<file path="src/rtl/uart_dbus_bridge.sv">
// rtl/uart_dbus_bridge.sv - UART byte-frame to data-bus command bridge
module uart_dbus_bridge #(
    parameter int WL             = 32,
    parameter int TIMEOUT_CYCLES = 10000000
) (
    input  logic          clk,
    input  logic          reset,
    input  logic          rx_valid,
    input  logic [7:0]    rx_data,
    input  logic          tx_rdy,
    output logic          tx_vld,
    output logic [7:0]    tx_data,
    output logic          dbus_cmd_valid,
    input  logic          dbus_cmd_ready,
    output logic          dbus_cmd_payload_wr,
    output logic [WL-1:0] dbus_cmd_payload_address,
    output logic [WL-1:0] dbus_cmd_payload_data,
    output logic [1:0]    dbus_cmd_payload_size,
    input  logic          dbus_rsp_ready,
    input  logic          dbus_rsp_error,
    input  logic [WL-1:0] dbus_rsp_data,
    output logic          busy
);

    localparam logic [2:0] S_IDLE = 3'd0;
    localparam logic [2:0] S_ADDR = 3'd1;
    localparam logic [2:0] S_DATA = 3'd2;
    localparam logic [2:0] S_CMD  = 3'd3;
    localparam logic [2:0] S_WAIT = 3'd4;
    localparam logic [2:0] S_TX   = 3'd5;

    localparam int            TW   = $clog2(TIMEOUT_CYCLES + 1);
    localparam logic [TW-1:0] TMAX = TW'(TIMEOUT_CYCLES - 1);

    localparam logic [7:0] OP_WR    = 8'h57;
    localparam logic [7:0] OP_RD    = 8'h52;
    localparam logic [7:0] RSP_BAD  = 8'h3F;
    localparam logic [7:0] RSP_OK   = 8'h4B;
    localparam logic [7:0] RSP_ERR  = 8'h45;
    localparam logic [7:0] RSP_TOUT = 8'h54;

    logic [2:0]    state_q, state_d;
    logic          is_wr_q, is_wr_d;
    logic [1:0]    cnt_q, cnt_d;
    logic [WL-1:0] addr_q, addr_d;
    logic [WL-1:0] data_q, data_d;
    logic [7:0]    tx_data_q, tx_data_d;
    logic [23:0]   tx_shift_q, tx_shift_d;
    logic [1:0]    tx_left_q, tx_left_d;
    logic          tx_gap_q, tx_gap_d;
    logic [TW-1:0] timer_q, timer_d;

    logic tx_fire;
    logic timed_out;
    logic timed_state;

    // A byte goes out only when the UART is idle and the post-pulse gap cycle has passed
    assign tx_fire     = (state_q == S_TX) && tx_rdy && !tx_gap_q;
    assign timed_out   = (timer_q == TMAX);
    assign timed_state = (state_q == S_ADDR) || (state_q == S_DATA) || (state_q == S_WAIT);

    // Frame parsing, bus handshake and response sequencing
    always_comb begin
        state_d    = state_q;
        is_wr_d    = is_wr_q;
        cnt_d      = cnt_q;
        addr_d     = addr_q;
        data_d     = data_q;
        tx_data_d  = tx_data_q;
        tx_shift_d = tx_shift_q;
        tx_left_d  = tx_left_q;
        tx_gap_d   = tx_gap_q;

        case (state_q)
            S_IDLE: begin
                if (rx_valid) begin
                    if (rx_data == OP_WR || rx_data == OP_RD) begin
                        state_d = S_ADDR;
                        is_wr_d = (rx_data == OP_WR);
                        cnt_d   = 2'd0;
                    end else begin
                        state_d   = S_TX;
                        tx_data_d = RSP_BAD;
                        tx_left_d = 2'd0;
                        tx_gap_d  = 1'b1;
                    end
                end
            end
            S_ADDR: begin
                if (rx_valid) begin
                    addr_d[{cnt_q, 3'b000} +: 8] = rx_data;
                    cnt_d = cnt_q + 2'd1;
                    if (cnt_q == 2'd3) begin
                        state_d = is_wr_q ? S_DATA : S_CMD;
                    end
                end else if (timed_out) begin
                    state_d = S_IDLE;
                end
            end
            S_DATA: begin
                if (rx_valid) begin
                    data_d[{cnt_q, 3'b000} +: 8] = rx_data;
                    cnt_d = cnt_q + 2'd1;
                    if (cnt_q == 2'd3) begin
                        state_d = S_CMD;
                    end
                end else if (timed_out) begin
                    state_d = S_IDLE;
                end
            end
            S_CMD: begin
                if (dbus_cmd_ready) begin
                    if (is_wr_q) begin
                        state_d   = S_TX;
                        tx_data_d = RSP_OK;
                        tx_left_d = 2'd0;
                        tx_gap_d  = 1'b1;
                    end else begin
                        state_d = S_WAIT;
                    end
                end
            end
            S_WAIT: begin
                if (dbus_rsp_ready) begin
                    state_d  = S_TX;
                    tx_gap_d = 1'b1;
                    if (dbus_rsp_error) begin
                        tx_data_d = RSP_ERR;
                        tx_left_d = 2'd0;
                    end else begin
                        tx_data_d  = dbus_rsp_data[7:0];
                        tx_shift_d = dbus_rsp_data[31:8];
                        tx_left_d  = 2'd3;
                    end
                end else if (timed_out) begin
                    state_d   = S_TX;
                    tx_data_d = RSP_TOUT;
                    tx_left_d = 2'd0;
                    tx_gap_d  = 1'b1;
                end
            end
            S_TX: begin
                tx_gap_d = tx_fire;
                if (tx_fire) begin
                    if (tx_left_q == 2'd0) begin
                        state_d = S_IDLE;
                    end else begin
                        tx_data_d  = tx_shift_q[7:0];
                        tx_shift_d = {8'h00, tx_shift_q[23:8]};
                        tx_left_d  = tx_left_q - 2'd1;
                    end
                end
            end
            default: state_d = S_IDLE;
        endcase

        if (rx_valid || (state_d != state_q) || !timed_state) begin
            timer_d = '0;
        end else begin
            timer_d = timer_q + 1'b1;
        end
    end

    // State and datapath registers with synchronous reset
    always_ff @(posedge clk) begin
        if (reset) begin
            state_q    <= S_IDLE;
            is_wr_q    <= 1'b0;
            cnt_q      <= 2'd0;
            addr_q     <= '0;
            data_q     <= '0;
            tx_data_q  <= 8'h00;
            tx_shift_q <= 24'h0;
            tx_left_q  <= 2'd0;
            tx_gap_q   <= 1'b0;
            timer_q    <= '0;
        end else begin
            state_q    <= state_d;
            is_wr_q    <= is_wr_d;
            cnt_q      <= cnt_d;
            addr_q     <= addr_d;
            data_q     <= data_d;
            tx_data_q  <= tx_data_d;
            tx_shift_q <= tx_shift_d;
            tx_left_q  <= tx_left_d;
            tx_gap_q   <= tx_gap_d;
            timer_q    <= timer_d;
        end
    end

    // Strobes are gated by reset so an abort takes effect in the same cycle
    assign tx_vld                   = tx_fire && !reset;
    assign tx_data                  = tx_data_q;
    assign dbus_cmd_valid           = (state_q == S_CMD) && !reset;
    assign dbus_cmd_payload_wr      = is_wr_q;
    assign dbus_cmd_payload_address = addr_q;
    assign dbus_cmd_payload_data    = data_q;
    assign dbus_cmd_payload_size    = 2'b10;
    assign busy                     = (state_q != S_IDLE);

endmodule

</file>
<file path="config.mk">
export PLATFORM = sky130hd
export DESIGN_NAME = uart_dbus_bridge
export DESIGN_NICKNAME = d
export VERILOG_FILES = /design/src/rtl/uart_dbus_bridge.sv
export SDC_FILE = /design/constraint.sdc
export NUM_CORES = 1
export LEC_CHECK = 0
export CAP_MARGIN = 20
export CORE_MARGIN = 8
export CORE_UTILIZATION = 46
export DETAILED_ROUTE_END_ITERATION = 12
export PLACE_DENSITY = 0.87
export REMOVE_ABC_BUFFERS = 1
export SYNTH_ARGS = -nofsm -noshare
export SYNTH_HDL_FRONTEND = slang
export SYNTH_SLANG_ARGS = --single-unit
</file>
<file path="constraint.sdc">
create_clock -name clk -period 2.2 [get_ports clk]
set_input_delay 0.33 -clock clk [delete_from_list [all_inputs] [get_ports clk]]
set_output_delay 0.33 -clock clk [all_outputs]
set_load 0.05 [all_outputs]
</file>
==> metrics, run 1 <==
status=finished clean; Final WS setup=0.0793 ns; # nets final=913; period utilisation layout=96.4%; grt ovf=0; worst hold path class=in -> reg; placed cells=roughly 1000; crit-path max FO=7; MaxCap Viol Count=0; Max Root-Sink Buffers=2; multiplexer share of the synthesized area=2.28%; Die X=about 130 um; Final Max Slew Viols=0; type of the worst setup path=reg -> reg; Simple-Gate Fraction of Synth Area=25.7%; asr flop ratio synth=0%; initial DRC count=between 500 and 600; Worst Hold Depth=2; initial antenna violation count=1; Fill cells=between 900 and 1000; Critical Path Source Type=register; Critical-path top delay cell=or4_4; Synth Flop Type=dfxtp_1; final setup fails=0; post-synthesis adder-cell area fraction=approximately 1.7%; Via density=5.57; Yosys Warn Count=0; DRC=0; global-route wire length before repair=about 27000 um; critical path, cell by cell=or4_4, nor4_4, a21oi_2, or3_4, buf_12, mux2_4; worst-skew pair later-pin latency=0.41 ns; std cell rows=41; minimum clock period=around 2.1 ns; GRT Util Overall=20.2%; Sink Count=between 100 and 150; Crit path required time=around 2.5 ns; ANT cells=0; CP arrival=between 2 and 2.5 ns; CTS tree=done; I/O pin count=125; DIE HEIGHT=approximately 130 um; HPWL after DPL=approximately 12000 um; CTS buffer count=17; non-filler instance count after layout=between 1000 and 1500; Synth top area share=about 44%; vias in the first global route=~5400; relative slew slack=a little over half; FF-to-FF path depth=6; Detailed Routing Iterations Pass 1=6; Vias=5788; ratio of cells with drive above 1 in the final layout=about 12%; Synth-to-Final Area Change=37.3%; H-tree levels=4; Core Area=12600 um2; Clock Skew=between 0.008 and 0.009 ns; syn_area_per_cell=8.18 um2; Static Leak=between 2 and 3 nW; Mapped Cells=a little over 700; Slowest Stage Delay on Critical Path=0.55 ns; post-synthesis xor/xnor area fraction=~3.4%; Fmax=~470 MHz; Yosys cell types=61; post-synth top area cell=dfxtp_1; root buffer cell=clkbuf_16; register area share after synthesis=43.6%; CTS clk-pin slew, worst paths=approximately 0.060 ns; Placer Congestion=0.843; power per cell area=about 750 nW/um2; Synth Register Bits=129; WL final=between 15000 and 20000 um; peak supply drop=~0.49 mV; Die Area=16800 um2; crit end category=register; Fin. Hold Viols=0; main combinational cell family by area after synthesis=simple AND/OR/NAND/NOR gates; Starting Density=between 40% and 50%; Post-CTS Setup Bufs=0; pin count of the biggest net entering global routing=41; Post-synth EDFFs=0; unrepaired setup endpoints after global routing=no; synthesized area=between 5000 and 6000 um2; post-synthesis compound-gate area fraction=around 17%; final core utilization=roughly 64%; Buffers on Ports=between 100 and 150; final antenna-violating net count=0; routed len/inst=16.8 um; main area contributors after synthesis=dfxtp_1, nand3_1, nand2_1; worst slack, placed=-0.262 ns; Worst Max-Slew Pin Slew=0.710 ns
-- Yosys cell counts (2+ instances only) --
library cell	instances
buf_1	5
clkbuf_1	38
nor2b_1	5
and2_1	8
buf_4	2
nand4_1	2
nand3_1	97
nor3_1	15
ha_1	8
a22oi_1	2
clkbuf_8	3
a211oi_1	25
nand2b_1	5
o221a_2	2
dfxtp_1	129
a31oi_1	3
o21ai_0	7
nand2_1	114
nor2_1	41
a221oi_1	4
nor3b_1	4
conb_1	2
mux2_4	5
and4_1	2
xor2_1	2
or3_1	4
a311oi_1	17
o21ai_1	2
o211ai_1	3
inv_1	17
a21oi_1	81
mux2i_1	6
a211o_1	3
buf_2	9
and3_1	2
xnor2_1	21
and2b_2	4
buf_6	2
-- per-stage QoR --
stage               TNS, ns  cell area [um2]  hold slack (ns)  power (W)
floorplan            -28.64             5630            0.399    0.00293
global placement      -2.06             7540            0.441    0.00336
detailed placement    -3.20             7540            0.446    0.00337
CTS                       0             8120            0.245    0.00614
global route              0             8140            0.269    0.00632
finish                    0             8140            0.254    0.00614
-- critical path: cells and delay by family, from the launching register on --
family / cells / cell delay, ns
simple gates: 3 / 1.11
mux: 1 / 0.29
buf+inv: 1 / 0.15
flops: 1 / 0.34
compound gates: 1 / 0.12
-- metal layers --
metal / global-route usage [%] / wire, um
met1: 23.9 / 7040
met2: 33.9 / 8640
met3: 4.27 / 1190
met4: 10.3 / 555
met5: 0 / 13
-- path summary, 6_finish.rpt --
path	start	end	slack, ns
max	timer_q[7]	tx_data[3]	0.08
max reg2reg	timer_q[7]	tx_data[3]	0.08
min	reset	tx_shift_q[18]	0.25
min reg2reg	dbus_cmd_payload_address[0]	dbus_cmd_payload_address[0]	0.45
-- layout make-up --
cell class / count / area (um2) / share of cell area, %
multi-input combinational: 518 / 2990 / 36.7
sequential: 129 / 2580 / 31.7
timing repair buffer: 175 / 1700 / 20.9
clock buffer: 18 / 439 / 5.40
tap: 172 / 215 / 2.65
clock inverter: 11 / 141 / 1.74
inverter: 17 / 63.8 / 0.784
-- report_power, final --
part	switching (W)	internal [W]
clock	0.00100	0.00178
combinational	0.000538	0.000379
sequential	0.0000379	0.00240
-- layout by cell type (no fill, tap or decap), drive strengths merged, types with 4 or more instances in the layout --
cell           synthesis  routed
nor3                  16      16
and2b                  5       5
or3                    4       4
inv                   17      17
a221oi                 4       4
nor2                  41      41
ha                     8       8
clkdlybuf4s50          0     118
xnor2                 21      21
clkinv                 0       5
mux2                   5       5
a311oi                17      17
dfxtp                129     129
nand3                 97      97
nand2b                 5       5
nor2b                  5       5
o21ai                  9       9
mux2i                  6       6
a211oi                25      25
buf                   18      57
a21oi                 82      82
nand2                114     114
nor3b                  5       5
and2                   9       9
clkbuf                41      18
-- cells by family (layout without fill, tap and decap cells) --
logic type	Yosys count	in the layout
AO/OA/AOI/OAI	159	159
adder cells (fa/ha/maj)	8	8
AND/OR/NAND/NOR	315	315
multiplexers	11	11
flip-flops	129	129
XOR/XNOR	23	23
other	2	2
buffers and inverters	77	221
-- sequential cells by signal, indices dropped and copies added (netlist names) --
name                      count
tx_data                       8
tx_gap_q                      1
dbus_cmd_payload_wr           1
timer_q                      24
cnt_q                         2
dbus_cmd_payload_data        32
dbus_cmd_payload_address     32
tx_left_q                     2
tx_shift_q                   24
state_q                       3
-- what timing repair did --
item	CTS	global route
resized for setup	1	3
pin swaps	0	1
hold buffers	0	0
setup endpoints to repair	1	18
hold endpoints to repair	0	0
Note: power is estimated with default switching activity, not from simulation.
==> run 2: changes to the inputs <==
--- a/config.mk
+++ b/config.mk
@@ -11,6 +11,7 @@
 export DETAILED_ROUTE_END_ITERATION = 12
 export PLACE_DENSITY = 0.87
 export REMOVE_ABC_BUFFERS = 1
+export SLEW_MARGIN = 0
 export SYNTH_ARGS = -nofsm -noshare
 export SYNTH_HDL_FRONTEND = slang
 export SYNTH_SLANG_ARGS = --single-unit
==> results of run 2 <==
Same layout as run 1: the final DEF is identical, and so are final timing and power.
==> run 3: changes to the inputs <==
--- a/config.mk
+++ b/config.mk
@@ -5,6 +5,7 @@
 export SDC_FILE = /design/constraint.sdc
 export NUM_CORES = 1
 export LEC_CHECK = 0
+export ABC_AREA = 1
 export CAP_MARGIN = 20
 export CORE_MARGIN = 8
 export CORE_UTILIZATION = 46
==> metrics, run 3 <==
ratio of cells with drive above 1 in the final layout=11.6% (was 12.3%); worst-case hold slack=0.454 ns (was 0.254 ns); launching point of the worst reg2reg path=state_q[1] (was timer_q[7]); hold endpoint=tx_shift_q[15] (was tx_shift_q[18]); DRC=0 (unchanged); minimum clock period=2.09 ns (was 2.12 ns); Seq pwr share=37.5% (was 39.7%); Synth Flop Type=dfxtp_1 (unchanged); worst-skew pair later-pin latency=0.42 ns (was 0.41 ns); CTS clk-pin slew, worst paths=0.06 ns (about the same); Detailed Routing Iterations Pass 1=5 (was 6); Static Leak=3.34 nW (was 2.80 nW); H-tree levels=4 (unchanged); Die X=130 um (was 129 um); Core Area=12700 um2 (was 12600 um2); Synth top area share=43.0% (was 43.6%); peak supply drop=0.763 mV (was 0.490 mV); asr flop ratio synth=0% (unchanged); Critical Path Source Type=register (unchanged); Clock Skew=0.00796 ns (was 0.00813 ns); worst r2r dst=tx_shift_q[0] (was tx_data[3]); CTS tree=done (unchanged); Net Sw Frac=24.9% (was 25.7%); CP arrival=1.76 ns (was 2.42 ns); Starting Density=47.4% (was 46.9%); ANT cells=0 (unchanged); hold_sp=tx_shift_q[15] (was reset); I/O pin count=125 (unchanged); Yosys Warn Count=0 (unchanged); synthesized area=6010 um2 (was 5920 um2); global-route wire length before repair=26900 um (was 27100 um); Fill cells=1018 (was 956); WL final=16500 um (was 17400 um); period utilisation layout=95.0% (was 96.4%); type of the worst setup path=reg -> out (was reg -> reg); main area contributors after synthesis=dfxtp_1, nor2_1, nand2_1 (was dfxtp_1, nand3_1, nand2_1); FF-to-FF path depth=8 (was 6); vias in the first global route=5832 (was 5407); syn_area_per_cell=7.16 um2 (was 8.18 um2); Post-CTS Hold Buffers=0 (unchanged); final antenna-violating net count=0 (unchanged); placed inst area=7550 um2 (was 7540 um2); Post-synth EDFFs=0 (unchanged); crit end category=primary output (was register); combinational share of power=14.2% (was 15.0%); worst hold path class=reg -> reg (was in -> reg); initial DRC count=512 (was 568); register area share after synthesis=43.0% (was 43.6%); Die Area=17000 um2 (was 16800 um2); post-synth top area cell=dfxtp_1 (unchanged); most frequent cells in the layout=nor2_1, dfxtp_1, nand2_1 (was dfxtp_1, clkdlybuf4s50_1, nand2_1); Fmax=479 MHz (was 472 MHz); relative slew slack=62.0% (was 52.4%); DIE HEIGHT=130 um (was 129 um); post-route cell area=8250 um2 (was 8140 um2); Mapped Cells=839 (was 724); top-count cell post-synth=nor2_1 (was dfxtp_1); Max Root-Sink Buffers=2 (unchanged); status=finished clean (unchanged); unrepaired setup endpoints after global routing=no (unchanged); Crit path required time=1.87 ns (was 2.50 ns); internal power=0.00504 W (was 0.00456 W); Vias=5949 (was 5788); Yosys cell types=41 (was 61); root buffer cell=clkbuf_16 (unchanged); Synth top cells by count=nor2_1, dfxtp_1, nand2_1 (was dfxtp_1, nand2_1, nand3_1); Post-CTS Setup Bufs=0 (unchanged); R2R Setup Slk=0.25 ns (was 0.08 ns); Clk pwr share=48.3% (was 45.4%); Synth-to-Final Area Change=37.3% (about the same); power per cell area=813 nW/um2 (was 754 nW/um2); pin count of the biggest net entering global routing=54 (was 41); most common library cell in the layout ignoring fill and taps=nor2_1 (was dfxtp_1); HPWL after DPL=11900 um (was 12000 um); Synth Register Bits=129 (unchanged); MaxCap Viol Count=0 (unchanged); initial antenna violation count=0 (was 1); crit-path max FO=6 (was 7); final setup fails=0 (unchanged); Fin. Hold Viols=0 (unchanged); Worst Max-Slew Pin Slew=0.565 ns (was 0.710 ns); CTS buffer count=17 (unchanged); GRT Util Overall=19.8% (was 20.2%); # nets final=1034 (was 913); Via density=5.12 (was 5.57); Placer Congestion=0.869 (was 0.843); Buffers on Ports=122 (unchanged); Sink Count=129 (unchanged); Final Max Slew Viols=0 (unchanged); grt ovf=0 (unchanged); Psw=0.00167 W (was 0.00158 W); std cell rows=41 (unchanged); Worst Hold Depth=2 (unchanged); routed len/inst=14.2 um (was 16.8 um)
==> run 3: through the flow <==
| step | setup TNS [ns] | util, % | power, W | std cells | worst slack (ns) |
|---|---|---|---|---|---|
| global placement | 0 | 59.6 | 0.00347 | 1132 | 0.101 |
| finish | 0 | 65.1 | 0.00671 | 1163 | 0.111 |
| CTS | 0 | 65.1 | 0.00672 | 1163 | 0.0766 |
| detailed placement | 0 | 59.6 | 0.00349 | 1132 | 0.0449 |
| floorplan | -0.866 | - | 0.00312 | 806 | -0.821 |
| global route | 0 | 65.1 | 0.00693 | 1163 | 0.00904 |
==> run 3: worst max-delay path: stages, from the launching register on <==
cell and delay [ns]:
dfxtp_1 0.42, inv_1 0.13, nor3_4 0.33, inv_2 0.09
nor3_2 0.20, buf_12 0.18
==> run 3: worst max path at each step <==
| stage | slack [ns] | cells past startpoint | endpoint | from |
|---|---|---|---|---|
| 5_1_grt | 0.009 | 5 | tx_vld | state_q[0] |
| 6_report | 0.11 | 5 | tx_vld | state_q[0] |
| 2_1_floorplan | -0.82 | 4 | tx_vld | state_q[0] |
| 3_5_place_dp | 0.04 | 10 | timer_q[17] | tx_rdy |
| 4_1_cts | 0.08 | 5 | tx_vld | state_q[0] |
| 3_3_place_gp | 0.10 | 10 | timer_q[17] | tx_rdy |
==> run 3: final cells by class <==
type / count / area, um2 / area share (%)
clock buffers: 22 / 484 / 5.87
well taps: 172 / 215 / 2.61
flip-flops and latches: 129 / 2580 / 31.3
multi-input cells: 591 / 2930 / 35.5
inverters: 86 / 323 / 3.91
clock inverters: 9 / 201 / 2.44
repair buffers: 154 / 1520 / 18.4
==> run 3: what timing repair did <==
item	CTS	global route
setup endpoints to repair	1	8
endpoints found under the hold margin	0	0
gates cloned	0	0
resized for setup	2	1
==> run 3: kinds of logic (layout without fill, tap and decap cells) <==
family          count (synthesis)  after routing  synth area share, %
simple gates                  401            401                 29.3
compound gates                159            159                 14.4
flops                         129            129                 43.0
buf+inv                       119            271                 8.50
xor+xnor                       21             21                 3.06
fa+ha+maj                       8              8                 1.67
other cells                     2              2                0.125
==> run 3: power by group through the flow <==
stage	clock network, W	registers, W	logic, W
finish	0.00324	0.00251	0.000955
global placement	0	0.00255	0.000919
global route	0.00337	0.00252	0.00103
detailed placement	0	0.00256	0.000934
CTS	0.00326	0.00251	0.000950
floorplan	0	0.00269	0.000429
==> run 3: layer usage <==
layer	wire, um	up-vias	part of all wire, %	global-route usage (%)
met5	0	-	0	0
met4	347	0	2.1	7.79
met3	1050	29	6.3	5.67
met2	8220	189	50	33.8
met1	6890	2740	42	22.9
li1	-	2991	-	-
